File: config.mk
export PLATFORM = sky130hd
export DESIGN_NAME = timer_ctrl
export DESIGN_NICKNAME = d
export VERILOG_FILES = /design/src/rtl/timer_ctrl.sv
export SDC_FILE = /design/constraint.sdc
export NUM_CORES = 1
export LEC_CHECK = 0
export ABC_CLOCK_PERIOD_IN_PS = 3100
export BUFFER_PORTS_ARGS = -buffer_cell sky130_fd_sc_hd__clkbuf_2
export CORE_ASPECT_RATIO = 0.6
export CORE_UTILIZATION = 61
export DETAILED_ROUTE_END_ITERATION = 10
export GPL_ROUTABILITY_DRIVEN = 0
export PLACE_DENSITY = 0.8
export SYNTH_ARGS = -nofsm -noshare
export SYNTH_HDL_FRONTEND = slang
export SYNTH_SLANG_ARGS = --single-unit
export TNS_END_PERCENT = 30
File: constraint.sdc
create_clock -name CLOCK_50 -period 3.1 [get_ports CLOCK_50]
set_input_delay 0 -clock CLOCK_50 [delete_from_list [all_inputs] [get_ports CLOCK_50]]
set_output_delay 0 -clock CLOCK_50 [all_outputs]
set_load 0.005 [all_outputs]
File: src/rtl/timer_ctrl.sv
// Countdown sequencing controller: debounces KEY inputs, walks the set/run/pause/done
// sequence, clamps switch BCD, and issues load / 1 Hz decrement / flash drives.

module timer_ctrl_debounce #(
  parameter int unsigned DEBOUNCE = 500_000
) (
  input  logic i_clk,
  input  logic i_reset,
  input  logic i_btn_n,
  output logic o_press
);
  localparam int unsigned W = (DEBOUNCE > 1) ? $clog2(DEBOUNCE) : 1;
  localparam logic [W-1:0] CNT_MAX = W'(DEBOUNCE - 1);

  logic         r_s1, r_s2, r_armed, r_press;
  logic [W-1:0] r_cnt;

  // Armed: count stable-low cycles to fire; disarmed: count stable-high cycles to re-arm.
  always_ff @(posedge i_clk) begin
    if (i_reset) begin
      r_s1    <= 1'b1;
      r_s2    <= 1'b1;
      r_armed <= 1'b1;
      r_cnt   <= '0;
      r_press <= 1'b0;
    end else begin
      r_s1    <= i_btn_n;
      r_s2    <= r_s1;
      r_press <= 1'b0;
      if (r_armed == r_s2) begin
        r_cnt <= '0;
      end else if (r_cnt == CNT_MAX) begin
        r_cnt   <= '0;
        r_armed <= ~r_armed;
        r_press <= r_armed;
      end else begin
        r_cnt <= r_cnt + 1'b1;
      end
    end
  end

  assign o_press = r_press;
endmodule

module timer_ctrl #(
  parameter int unsigned TICK_DIV  = 50_000_000,
  parameter int unsigned FLASH_DIV = 25_000_000,
  parameter int unsigned DEBOUNCE  = 500_000
) (
  input  logic       CLOCK_50,
  input  logic       reset,
  input  logic       set_n,
  input  logic       toggle_n,
  input  logic [7:0] sw,
  input  logic       cnt_zero,
  output logic       load_sec,
  output logic       load_min,
  output logic [7:0] load_val,
  output logic       dec_en,
  output logic       flash,
  output logic [2:0] state
);
  localparam int unsigned TW = (TICK_DIV > 1) ? $clog2(TICK_DIV) : 1;
  localparam int unsigned FW = (FLASH_DIV > 1) ? $clog2(FLASH_DIV) : 1;
  localparam logic [TW-1:0] TICK_MAX  = TW'(TICK_DIV - 1);
  localparam logic [FW-1:0] FLASH_MAX = FW'(FLASH_DIV - 1);

  typedef enum logic [2:0] {
    IDLE    = 3'd0,
    SET_SEC = 3'd1,
    SET_MIN = 3'd2,
    RUN     = 3'd3,
    PAUSE   = 3'd4,
    DONE    = 3'd5
  } state_t;

  state_t        r_state, w_next;
  logic          w_set, w_tog;
  logic [TW-1:0] r_tick, w_tick;
  logic [FW-1:0] r_fcnt, w_fcnt;
  logic          w_flash, w_dec, w_tick_wrap;
  logic [3:0]    w_tens, w_units, w_tens_max;
  logic [7:0]    w_load_val;

  timer_ctrl_debounce #(.DEBOUNCE(DEBOUNCE)) u_db_set (
    .i_clk(CLOCK_50), .i_reset(reset), .i_btn_n(set_n), .o_press(w_set)
  );

  timer_ctrl_debounce #(.DEBOUNCE(DEBOUNCE)) u_db_tog (
    .i_clk(CLOCK_50), .i_reset(reset), .i_btn_n(toggle_n), .o_press(w_tog)
  );

  always_ff @(posedge CLOCK_50) begin
    if (reset) r_state <= IDLE;
    else       r_state <= w_next;
  end

  always_comb begin
    w_next = r_state;
    case (r_state)
      IDLE:    if (w_set) w_next = SET_SEC;
      SET_SEC: if (w_set) w_next = SET_MIN;
      SET_MIN: if (w_set) w_next = RUN;
      RUN: begin
        if (cnt_zero)   w_next = DONE;
        else if (w_tog) w_next = PAUSE;
      end
      PAUSE: begin
        if (w_set)      w_next = SET_SEC;
        else if (w_tog) w_next = RUN;
      end
      DONE:    if (w_set) w_next = SET_SEC;
      default: w_next = IDLE;
    endcase
  end

  // Outputs decode the next state so loads/flash change on the same edge as the state.
  always_comb begin
    w_tens     = sw[7:4];
    w_units    = sw[3:0];
    w_tens_max = (w_next == SET_SEC) ? 4'd5 : 4'd9;
    w_load_val = {(w_tens > w_tens_max) ? 4'd0 : w_tens,
                  (w_units > 4'd9)      ? 4'd0 : w_units};

    w_tick_wrap = (r_tick == TICK_MAX);
    w_dec       = (r_state == RUN) && w_tick_wrap && !cnt_zero;
    w_tick      = '0;
    if (w_next == RUN || w_next == PAUSE) begin
      if (r_state == RUN) w_tick = w_tick_wrap ? '0 : r_tick + 1'b1;
      else                w_tick = r_tick;
    end

    w_fcnt  = '0;
    w_flash = 1'b0;
    if (w_next == DONE) begin
      if (r_state != DONE) begin
        w_flash = 1'b1;
      end else if (r_fcnt == FLASH_MAX) begin
        w_flash = ~flash;
      end else begin
        w_fcnt  = r_fcnt + 1'b1;
        w_flash = flash;
      end
    end
  end

  always_ff @(posedge CLOCK_50) begin
    if (reset) begin
      load_sec <= 1'b0;
      load_min <= 1'b0;
      load_val <= '0;
      dec_en   <= 1'b0;
      flash    <= 1'b0;
      r_tick   <= '0;
      r_fcnt   <= '0;
    end else begin
      load_sec <= (w_next == SET_SEC);
      load_min <= (w_next == SET_MIN);
      load_val <= w_load_val;
      dec_en   <= w_dec;
      flash    <= w_flash;
      r_tick   <= w_tick;
      r_fcnt   <= w_fcnt;
    end
  end

  assign state = r_state;
endmodule

Word level (Yosys, flattened, before mapping)
Index checks and enable logic that the tools add are counted.
- add/sub/neg operators: 4
- $mul: 0
- divide/modulo/power cells: 0
- order comparisons: 2
- equality and inequality tests: 17
- shift operators: 0
- multiplexer cells: 12
- bitwise gates (word level): 9
- reduce and logical (&&, ||, !) cells: 18
- operators with widths (kind ; count):
    $add A19 B1 Y19 const B ; 2
    $eq A19 B19 Y1 const B ; 2
    $add A26 B1 Y26 const B ; 1
    $eq A26 B26 Y1 const B ; 1
    $mux W26 ; 1
    $add A25 B1 Y25 const B ; 1
    $eq A25 B25 Y1 const B ; 1
    $mux W3 ; 7
    $pmux W3 S5 ; 1
    $eq A3 B2 Y1 const B ; 4
    $eq A3 B3 Y1 const B ; 4
    $reduce_or A3 Y1 ; 4
    $reduce_or A2 Y1 ; 5
    $not A1 Y1 ; 9
    $eq A3 B1 Y1 const B ; 2
    $gt A4 B4 Y1 ; 1
    $gt A4 B4 Y1 const B ; 1
    $mux W4 ; 1
    $reduce_and A2 Y1 ; 2
    $reduce_or A4 Y1 ; 1
    $logic_not A3 Y1 ; 1
    $ne A3 B3 Y1 const B ; 1
    $eq A1 B1 Y1 ; 2
    $logic_and A1 B1 Y1 ; 2
    other kinds (4) ; 5
- bits in registers: 112
- latch bits: 0
- bits in writable memories: 0
- memory bits (read-only): 0
- output and inout port bits: 15
- word-level logic and storage cells: 81
- memories kept: 0

Longest topological paths before layout
Gate-level depths: netlist (run 1).
- depth after elaboration: 7
- mapped depth: 10
- gate-level depth less buffers: 9

Hierarchy
From an unflattened synthesis (run 1), not the netlist that was laid out.
- cells, all modules: 591
- area, all modules: 5351.4 um^2
- by module, submodules not included (module ; times used ; cells an instance ; area an instance (um^2) ; sequential area each (um^2)):
    timer_ctrl ; 1 ; 369 ; 3369.5 ; 1321.3
    timer_ctrl_debounce ; 2 ; 111 ; 991.0 ; 460.4

Worst setup path before layout (run 1)
Ideal clock, no wire load.
- kind: reg-to-reg
- start: register r_state[1], in the netlist state[1]
- end: register load_val[4]
- setup time: 0.060 ns
- arrival: 2.287 ns
- required time: 3.040 ns
- setup slack: 0.754 ns
- cell stages (with the launch flop): 11
- cells stage by stage: dfxtp_1 -> clkbuf_1 -> inv_1 -> nor4_1 -> nor2_1 -> and2_1 -> ha_1 -> a21oi_1 -> a31oi_1 -> a311oi_1 -> and2_1
- cells in the longest elaborated chain, start to end: 7
- elaborated cells on any way between the ends: 19
- classes of those cells: order compare: 1; eq/ne: 6; mux: 9; reduce/logical: 3
- ends and longest elaborated chain (element ; RTL line ; text):
    start: declaration ; 77 ; state_t r_state, w_next;
    start signal: assignment ; 95 ; else r_state <= w_next;
    $eq A3 B3 Y1 (tied with other cells) ; 100 ; case (r_state)
    $reduce_or A2 Y1 (no source line) (tied with other cells) ; n/a ;
    $pmux W3 S5 * ; 100 ;
    $eq A3 B1 Y1 * ; 121 ; w_tens_max = (w_next == SET_SEC) ? 4'd5 : 4'd9;
    $mux W4 * ; 121 ;
    net w_tens_max[2] ; 82 ; logic [3:0] w_tens, w_units, w_tens_max;
    $gt A4 B4 Y1 * ; 122 ; w_load_val = {(w_tens > w_tens_max) ? 4'd0 : w_tens,
    $reduce_or A2 Y1 (no source line) * ; n/a ;
    end signal: assignment ; 159 ; load_val <= w_load_val;
    end: declaration ; 58 ; output logic [7:0] load_val,
Mark *: on every way through the listed nets, which the timed path passes. The rest lies on a longest branch.
A chain may end at the register's enable or synchronous reset.

Final worst setup path (run 1)
- start: register r_state[0], in the netlist state[0]
- end: register load_val[5]
The elaborated chain is that of the path after synthesis.

==> out/qor.csv, run 1 <==
metric,value,unit
First DRT Iteration DRCs,329,
Die W,122,um
placed insts,707,
Routed Antenna Nets,0,
leakage,0.00176,uW
share of cells above drive strength 1,10.5,%
worst-case reg-to-reg path depth,9,
worst-path fanout max,15,
Max Freq,363,MHz
IO Port Bufs,27,
Clock Latency Late Sink,350,ps
library cells used by synthesis,54,
Setup-failing EPs final,0,
post-CTS setup buffer count,0,
Final Cycle Share,88.8,%
Avg WL per Cell,16.0,um
Clock Tree Buf Depth,2,
final cell count without fillers,734,
Worst EP arrival,3050,ps
CP required,3390,ps
starting density of the core,64.6,%
clock root cell,clkbuf_16,
Crit path top cell by count,and2_1,
num ports,28,
antenna violations before repair,0,
RSZ-0062 raised after global routing,false,
Worst Hold Depth,3,
ranking of synthesized cells by area,"dfxtp_1 (43%), xor2_1 (4.5%), nand4_1 (4.4%), or4_1 (3.6%), a211oi_1 (3.3%)",
vias in the first global route,4109,
HP Class,in -> reg,
Slowest Stage Delay on Critical Path,570,ps
largest net degree at the start of global routing,27,
Clock Sinks,112,
TritonRoute pass-1 iters,5,
dpl hpwl,8180,um
Mapped Area,5240,um2
top cell type's share of synthesized area,42.8,%
min-delay src,cnt_zero,
"commonest non-fill, non-tap cell in the layout",dfxtp_1,
YS warnings,0,
status,"finished, final reports clean",
Max IR drop VDD,275,uV
"Primary FF master, synth",dfxtp_1,
register area share after synthesis,42.8,%
Die Ht,73.8,um
nets,640,
critical setup path kind,reg -> reg,
CTS tree,built,
Min Hold Slack,55.1,ps
Core ar.,8100,um2
first-pass GRT wire length,19500,um
"Area growth, synth to finish",11.6,%
most frequent cells in the layout,"dfxtp_1 (112), nor2_1 (43), nand4_1 (37)",
Crit Reg-Reg Startpoint,state[0],
Worst-Margin Slew,569,ps
Post-Route Setup TNS,0,ps
CP Cell Sequence,"inv_1, a2111oi_0, nor2_1, and2_1, ha_1, a21oi_1, a31oi_1, a311oi_1, and2_1",
FF-to-FF End,load_val[5],
clock buffer count from CTS,9,
final wirelength,11800,um
clock skew,6.70,ps
Post-synth EDFFs,0,
Post-Syn Area per Cell,8.86,um2
CTS H-tree lvls,3,
via-per-instance ratio,6.32,
Site Rows,25,
Hold Path End,dec_en,
crit path launch type,flip-flop,
Synth area leader,dfxtp_1,
ant diodes,0,
"CTS clk-pin slew, worst paths",70,ps
critical path endpoint category,flip-flop,
normalized max-slew margin,61.1,%
critical path's slowest cell,dfxtp_1,
CTS resizes,0,
pwr dens,452,nW/um2
R2R Setup Slk,350,ps
Cells after Synth,591,
overall via count from detail_route,4637,
Overflow after GRT,0,
Max-Cap Viols,0,
Total GRT Usage,27.8,%
final hold vios,0,
area post-placement,5450,um2
post-route cell area,5840,um2
DRC violation count after routing,0,
final critical-path required period,2750,ps
Synthesized Nets,610,
Synth Register Bits,112,
die area,8970,um2
Pins Over Slew Limit,0,
fraction of registers with async set/reset,0,%
worst max-delay path by stage:
stage               startpoint          end  slack, ps  cells after the start
finish                state[0]  load_val[5]        350                      9
floorplan             state[1]  load_val[4]        750                     10
global placement      state[0]  load_val[6]        510                      9
CTS                   state[0]  load_val[5]        360                      9
detailed placement    state[0]  load_val[5]        370                      9
global route          state[0]  load_val[5]         10                      9
cells by family (layout without fill, tap and decap cells):
| family | after synthesis | count (layout) | synth area share [%] |
|---|---|---|---|
| simple gates | 284 | 284 | 31.1 |
| flops | 112 | 112 | 42.8 |
| compound gates | 100 | 100 | 13.5 |
| xor+xnor | 46 | 46 | 7.69 |
| buf+inv | 43 | 78 | 3.44 |
| fa+ha+maj | 6 | 6 | 1.43 |
power by group:
| group | internal (uW) | switching, uW |
|---|---|---|
| combinational | 25.6 | 23.9 |
| sequential | 1450 | 3.09 |
| clock | 625 | 518 |
| total | 2100 | 545 |
cells in the mapped netlist (12+ instances only):
cell type	n
a211oi_1	23
a21oi_1	15
clkbuf_1	16
dfxtp_1	112
inv_1	18
nand2_1	35
nand3_1	27
nand4_1	37
nor2_1	43
nor3_1	27
nor4_1	12
o21ai_0	20
o31ai_1	19
or3_1	19
or4_1	25
xnor2_1	19
xor2_1	27
critical path: cells and delay by family, from the launching register on:
kind | cells | cell delay, ps
AND/OR/NAND/NOR | 3 | 550
AO/OA/AOI/OAI | 4 | 1140
adder cells (fa/ha/maj) | 1 | 300
flip-flops | 1 | 570
buffers and inverters | 1 | 130
per-layer routing:
metal	vias to the layer above	track usage, %	part of all wire, %
li1	2295	-	-
met1	2156	39.3	49
met2	174	42.1	43
met3	12	6.75	7.2
met4	0	7.54	0.85
met5	-	0	0
cell type report:
type	instances	area (um2)
well taps	108	135
inverters	18	67.6
flip-flops and latches	112	2240
multi-input cells	436	2820
fillers	627	2260
clock buffers	10	229
clock inverters	6	58.8
repair buffers	44	290
sequential cells by signal (all words and copies together), names as in the netlist:
| name | cells |
|---|---|
| r_tick | 26 |
| u_db_set.o_press | 1 |
| load_val | 8 |
| r_fcnt | 25 |
| load_sec | 1 |
| u_db_tog.r_s2 | 1 |
| u_db_set.r_armed | 1 |
| state | 3 |
| load_min | 1 |
| u_db_tog.r_armed | 1 |
| u_db_tog.o_press | 1 |
| u_db_set.r_cnt | 19 |
| u_db_set.r_s2 | 1 |
| u_db_tog.r_cnt | 19 |
| dec_en | 1 |
| flash | 1 |
| u_db_set.r_s1 | 1 |
| u_db_tog.r_s1 | 1 |
repair_timing:
action                                  in CTS  in global routing
hold buffers                                11                  0
endpoints found under the hold margin       10                  0
endpoints found under the setup margin       0                  0
stage by stage:
step | worst slack, ps | utilization, % | total power, uW
5_1_grt | 12.0 | 72.1 | 2720
2_1_floorplan | 754 | - | 1500
3_5_place_dp | 370 | 67.2 | 1520
3_3_place_gp | 512 | 67.2 | 1520
6_report | 347 | 72.1 | 2640
4_1_cts | 359 | 72.1 | 2660
Power figures use the tool's default switching activity.
==> run 2: changes to the inputs <==
Settings changed: CORE_ASPECT_RATIO 0.6 to 1.2.
==> run 2 against run 1 <==
Die area down 0.12%. Worst hold slack worse by 13 ps. Utilization down 1.8 points. Critical endpoint is now load_val[6]. Critical path depth unchanged. Routed wire length down 4.3%. Highest routed layer unchanged. Final cell count up 0.95%. Sequential power about the same. Sequential cell count unchanged. Clock-buffer cell count up 1. First-iteration DRC count down 29%. Combinational power up 2%. Non-clock buffer count up 1.
==> out/qor.csv, run 2 (same netlist as run 1, synthesis figures left out) <==
metric,value,unit
Post-Route Setup TNS,0,ps
min-delay src,cnt_zero,
Pins Over Slew Limit,0,
critical path's slowest cell,dfxtp_1,
Worst Hold Depth,3,
Crit Reg-Reg Startpoint,state[0],
worst-case reg-to-reg path depth,9,
"CTS clk-pin slew, worst paths",100,ps
# fillers,639,
IO Port Bufs,27,
M2 GR Usage,44.6,%
Routed Antenna Nets,0,
Die W,86.6,um
clock skew,10.3,ps
vias in the first global route,4325,
final worst slack,421,ps
Max Freq,373,MHz
leakage,0.00174,uW
via-per-instance ratio,6.18,
"commonest non-fill, non-tap cell in the layout",dfxtp_1,
Overflow after GRT,0,
max reg flops,26,
Slowest Stage Delay on Critical Path,620,ps
Biggest register,r_tick,
FF-to-FF End,load_val[6],
Site Rows,36,
Clock Tree Buf Depth,2,
busiest grt layer,met2,
ant diodes,0,
Clock Sinks,112,
Clock Latency Late Sink,380,ps
crit path launch type,flip-flop,
Hold Path End,dec_en,
most frequent cells in the layout,"dfxtp_1 (112), nor2_1 (43), nand4_1 (37)",
TritonRoute pass-1 iters,4,
R2R Setup Slk,420,ps
First DRT Iteration DRCs,232,
CTS tree,built,
CTS H-tree lvls,3,
Total GRT Usage,26.0,%
first-pass GRT wire length,18900,um
Max-Cap Viols,0,
Final Cycle Share,86.4,%
CP Cell Sequence,"inv_1, a2111oi_1, nor2_1, and2_1, ha_1, a21oi_1, a31oi_1, a311oi_1, and2_1",
pwr dens,425,nW/um2
status,"finished, final reports clean",
DRC violation count after routing,0,
DP Worst Slack,362,ps
Worst EP arrival,3000,ps
Setup-failing EPs final,0,
CP required,3420,ps
Crit path top cell by count,and2_1,
Worst-Margin Slew,553,ps
met1 usage,32.5,%
final critical-path required period,2680,ps
overall via count from detail_route,4579,
dpl hpwl,7620,um
largest net degree at the start of global routing,27,
final hold vios,0,
"Area growth, synth to finish",10.7,%
Largest regs,"r_tick: 26 flops, r_fcnt: 25 flops",
Avg WL per Cell,15.2,um
final wirelength,11300,um
critical setup path kind,reg -> reg,
num ports,28,
RSZ-0062 raised after global routing,false,
share of cells above drive strength 1,10.5,%
clock buffer count from CTS,9,
antenna violations before repair,0,
critical path endpoint category,flip-flop,
nets,641,
worst-path fanout max,15,
die area,8960,um2
Worst Setup SP,state[0],
met3 Track Usage GR,4.62,%
starting density of the core,63.5,%
Max IR drop VDD,282,uV
clock root cell,clkbuf_8,
normalized max-slew margin,63.1,%
HP Class,in -> reg,
Core ar.,8240,um2
Die Ht,104,um
[run 2: what timing repair did]
action / CTS / global route
gates resized for setup: 0 / 1
hold endpoints to repair: 10 / 0
endpoints found under the setup margin: 0 / 4
hold buffers: 12 / 0
buffers inserted: 0 / 0
[run 2: area by class of cell]
type,instances,area [um2],area share [%]
inverter,18,67.6,1.17
clock buffer,11,141,2.44
tap,114,143,2.46
timing repair buffer,45,300,5.18
clock inverter,5,78.8,1.36
sequential,112,2240,38.7
multi-input combinational,436,2820,48.7
[run 2: worst max-delay path, delay by kind of cell (launching register included)]
family	cells	cell delay, ps
AND/OR/NAND/NOR	3	500
buffers and inverters	1	150
adder cells (fa/ha/maj)	1	300
flip-flops	1	620
AO/OA/AOI/OAI	4	1050
[run 2: metal layers]
metal / vias up / wire (um) / part of all wire, %
li1: 2284 / - / -
met1: 2176 / 5040 / 45
met2: 102 / 5520 / 49
met3: 17 / 508 / 4.5
met4: 0 / 199 / 1.8
met5: - / 0 / 0
[run 2: worst max-delay path by stage]
stage / to / slack [ps] / cells after the start
final: load_val[6] / 420 / 9
after global routing: load_val[5] / 100 / 9
after CTS: load_val[6] / 350 / 9
after detailed placement: load_val[6] / 360 / 9
after global placement: load_val[7] / 590 / 9
after floorplan: load_val[4] / 750 / 10
[run 2: power by group]
part           internal [uW]  switching, uW
sequential              1450           3.74
combinational           26.5           24.1
clock                    478            484
total                   1950            512
[run 2: through the flow]
| step | utilization (%) | cell area (um2) | hold slack (ps) | instances | power (uW) |
|---|---|---|---|---|---|
| 2_1_floorplan | - | 5240 | 75.8 | 591 | 1500 |
| 3_3_place_gp | 66.2 | 5450 | 186 | 713 | 1520 |
| 3_5_place_dp | 66.2 | 5450 | 184 | 713 | 1520 |
| 4_1_cts | 70.3 | 5790 | 31.5 | 741 | 2480 |
| 5_1_grt | 70.3 | 5800 | 52.0 | 741 | 2530 |
| 6_report | 70.3 | 5800 | 42.2 | 741 | 2460 |
==> run 3: changes to the inputs <==
Settings changed: ABC_AREA set to 1, PLACE_DENSITY 0.8 to 0.79.
==> run 3 against run 2 <==
The flow now finishes with violations (hold timing). Area after synthesis increased by 9.5%. Global-route usage increased by 0.25 points. Register-to-register slack improved by 370 ps. Sequential share of layout area decreased by 2.8 points. Worst setup slack improved by 370 ps. Critical path depth increased by 3. Largest power group unchanged.
==> out/qor.csv, run 3 <==
metric,value,unit
critical setup path kind,reg -> reg,
largest net degree at the start of global routing,27,
clock root cell,clkbuf_8,
ant diodes,0,
"Area growth, synth to finish",8.92,%
RSZ-0062 raised after global routing,false,
worst-case reg-to-reg path depth,12,
clock group share of total power,32.9,%
final wirelength,12200,um
leakage,0.00242,uW
antenna violations before repair,0,
first-pass GRT wire length,21100,um
sequential share of power,62.3,%
CP Cell Sequence,"nand2_2, nor2_4, inv_2, nor2_2, a21oi_2, nand2_1, inv_1, ha_1, nand2_1, nor2_1, o221ai_1, nor2_1",
Clock Sinks,112,
Max Freq,433,MHz
Cells after Synth,855,
Setup-failing EPs final,0,
Post-Route Setup TNS,0,ps
pwr dens,375,nW/um2
clock skew,7.19,ps
combinational power share,4.8,%
TritonRoute pass-1 iters,5,
clock buffer count from CTS,9,
R2R Setup Slk,790,ps
Crit Reg-Reg Startpoint,state[0],
Max-Cap Viols,0,
"top cells by count, synth","nand2_1 (175), nor2_1 (165), inv_1 (134)",
normalized max-slew margin,52.2,%
most frequent cell after synthesis,nand2_1,
CP required,3360,ps
overall via count from detail_route,5366,
critical path endpoint category,flip-flop,
DRC violation count after routing,0,
CTS resizes,0,
Hold Path End,load_sec,
dpl hpwl,8860,um
max reg flops,26,
Final Cycle Share,74.5,%
ranking of synthesized cells by area,"dfxtp_1 (39%), nand2_1 (11%), nor2_1 (11%), inv_1 (8.8%), nand3_1 (6.5%)",
final hold vios,1,
Synth area leader,dfxtp_1,
register area share after synthesis,39.1,%
CTS tree,built,
Site Rows,38,
fraction of registers with async set/reset,0,%
vias in the first global route,5086,
final worst slack,790,ps
Biggest register,r_tick,
violated checks,hold timing,
Core ar.,9080,um2
Die Ht,108,um
Largest regs,"r_tick: 26 flops, r_fcnt: 25 flops",
FF-to-FF End,load_val[4],
CTS H-tree lvls,3,
nets,915,
Clock Tree Buf Depth,2,
Synthesized Nets,874,
Worst Hold Depth,2,
YS warnings,0,
Psw,542,uW
Clock Latency Late Sink,380,ps
Max IR drop VDD,276,uV
Mapped Area,5740,um2
Post-synth EDFFs,0,
library cells used by synthesis,38,
status,"complete, but fails checks",
IO Port Bufs,27,
worst-path fanout max,15,
Slowest Stage Delay on Critical Path,500,ps
Synth Register Bits,112,
critical path's slowest cell,dfxtp_1,
starting density of the core,63.2,%
num ports,28,
crit path launch type,flip-flop,
top cell type's share of synthesized area,39.1,%
Total GRT Usage,26.2,%
Post-Syn Area per Cell,6.71,um2
Pins Over Slew Limit,0,
share of cells above drive strength 1,8.68,%
Die W,90.5,um
# fillers,778,
Worst EP arrival,2570,ps
switch share,23.2,%
die area,9800,um2
most frequent cells in the layout,"nand2_1 (175), nor2_1 (165), inv_1 (134)",
First DRT Iteration DRCs,260,
Overflow after GRT,0,
via-per-instance ratio,5.27,
CTS Hold Bufs,14,
final critical-path required period,2310,ps
Worst-Margin Slew,718,ps
post-route cell area,6250,um2
"commonest non-fill, non-tap cell in the layout",nand2_1,
Avg WL per Cell,12.0,um
"CTS clk-pin slew, worst paths",90,ps
Worst Setup SP,state[0],
Min Hold Slack,-1.79,ps
area post-placement,5950,um2
"Primary FF master, synth",dfxtp_1,
Routed Antenna Nets,0,
post-CTS setup buffer count,0,
Design Power,2340,uW
P_int,1800,uW
min-delay src,reset,
HP Class,in -> reg,
DP Worst Slack,808,ps
-- run 3: worst max-delay path by stage --
stage | end | depth (start not counted)
after floorplan | load_val[4] | 14
after global placement | load_val[6] | 12
after detailed placement | load_val[4] | 12
after CTS | load_val[4] | 12
after global routing | load_val[4] | 12
final | load_val[4] | 12
-- run 3: critical path, delay by kind of cell (launching register included) --
| kind | cells | cell delay [ps] |
|---|---|---|
| DFF | 1 | 500 |
| buffers and inverters | 2 | 180 |
| adders and majority gates | 1 | 280 |
| AOI/OAI and AO/OA | 2 | 350 |
| and+or+nand+nor | 7 | 870 |
-- run 3: cell type report --
cell class	count	area (um2)	area share, %
multi-input combinational	594	2900	46.4
clock inverter	4	22.5	0.361
clock buffer	10	138	2.20
tap	120	150	2.40
inverter	138	518	8.29
timing repair buffer	41	275	4.41
sequential	112	2240	35.9
-- run 3: through the flow --
| stage | hold slack, ps | cells | utilization, % |
|---|---|---|---|
| 6_report | -1.79 | 1019 | 68.8 |
| 5_1_grt | 41.3 | 1019 | 68.8 |
| 4_1_cts | 0.307 | 1019 | 68.8 |
| 3_5_place_dp | 188 | 991 | 65.5 |
| 3_3_place_gp | 187 | 991 | 65.5 |
| 2_1_floorplan | 75.5 | 855 | - |
-- run 3: layer usage --
layer / global-route usage [%] / part of all wire, % / wire length [um]
met1: 29.1 / 43 / 5230
met2: 47.6 / 50 / 6060
met3: 3.73 / 4.0 / 491
met4: 15.8 / 3.4 / 416
met5: 0 / 0 / 0
-- run 3: cells by family after synthesis --
| logic type | synth area share (%) |
|---|---|
| AOI/OAI and AO/OA | 3.40 |
| xor gates and xnor gates | 5.65 |
| adders and majority gates | 1.31 |
| buffers and inverters | 10.3 |
| DFF | 39.1 |
| and+or+nand+nor | 40.2 |
-- run 3: power groups by stage --
stage	clock [uW]	combinational, uW	sequential [uW]
CTS	787	111	1460
global route	837	127	1460
global placement	0	93.7	1490
detailed placement	0	97.7	1490
finish	770	112	1460
floorplan	0	65.6	1490
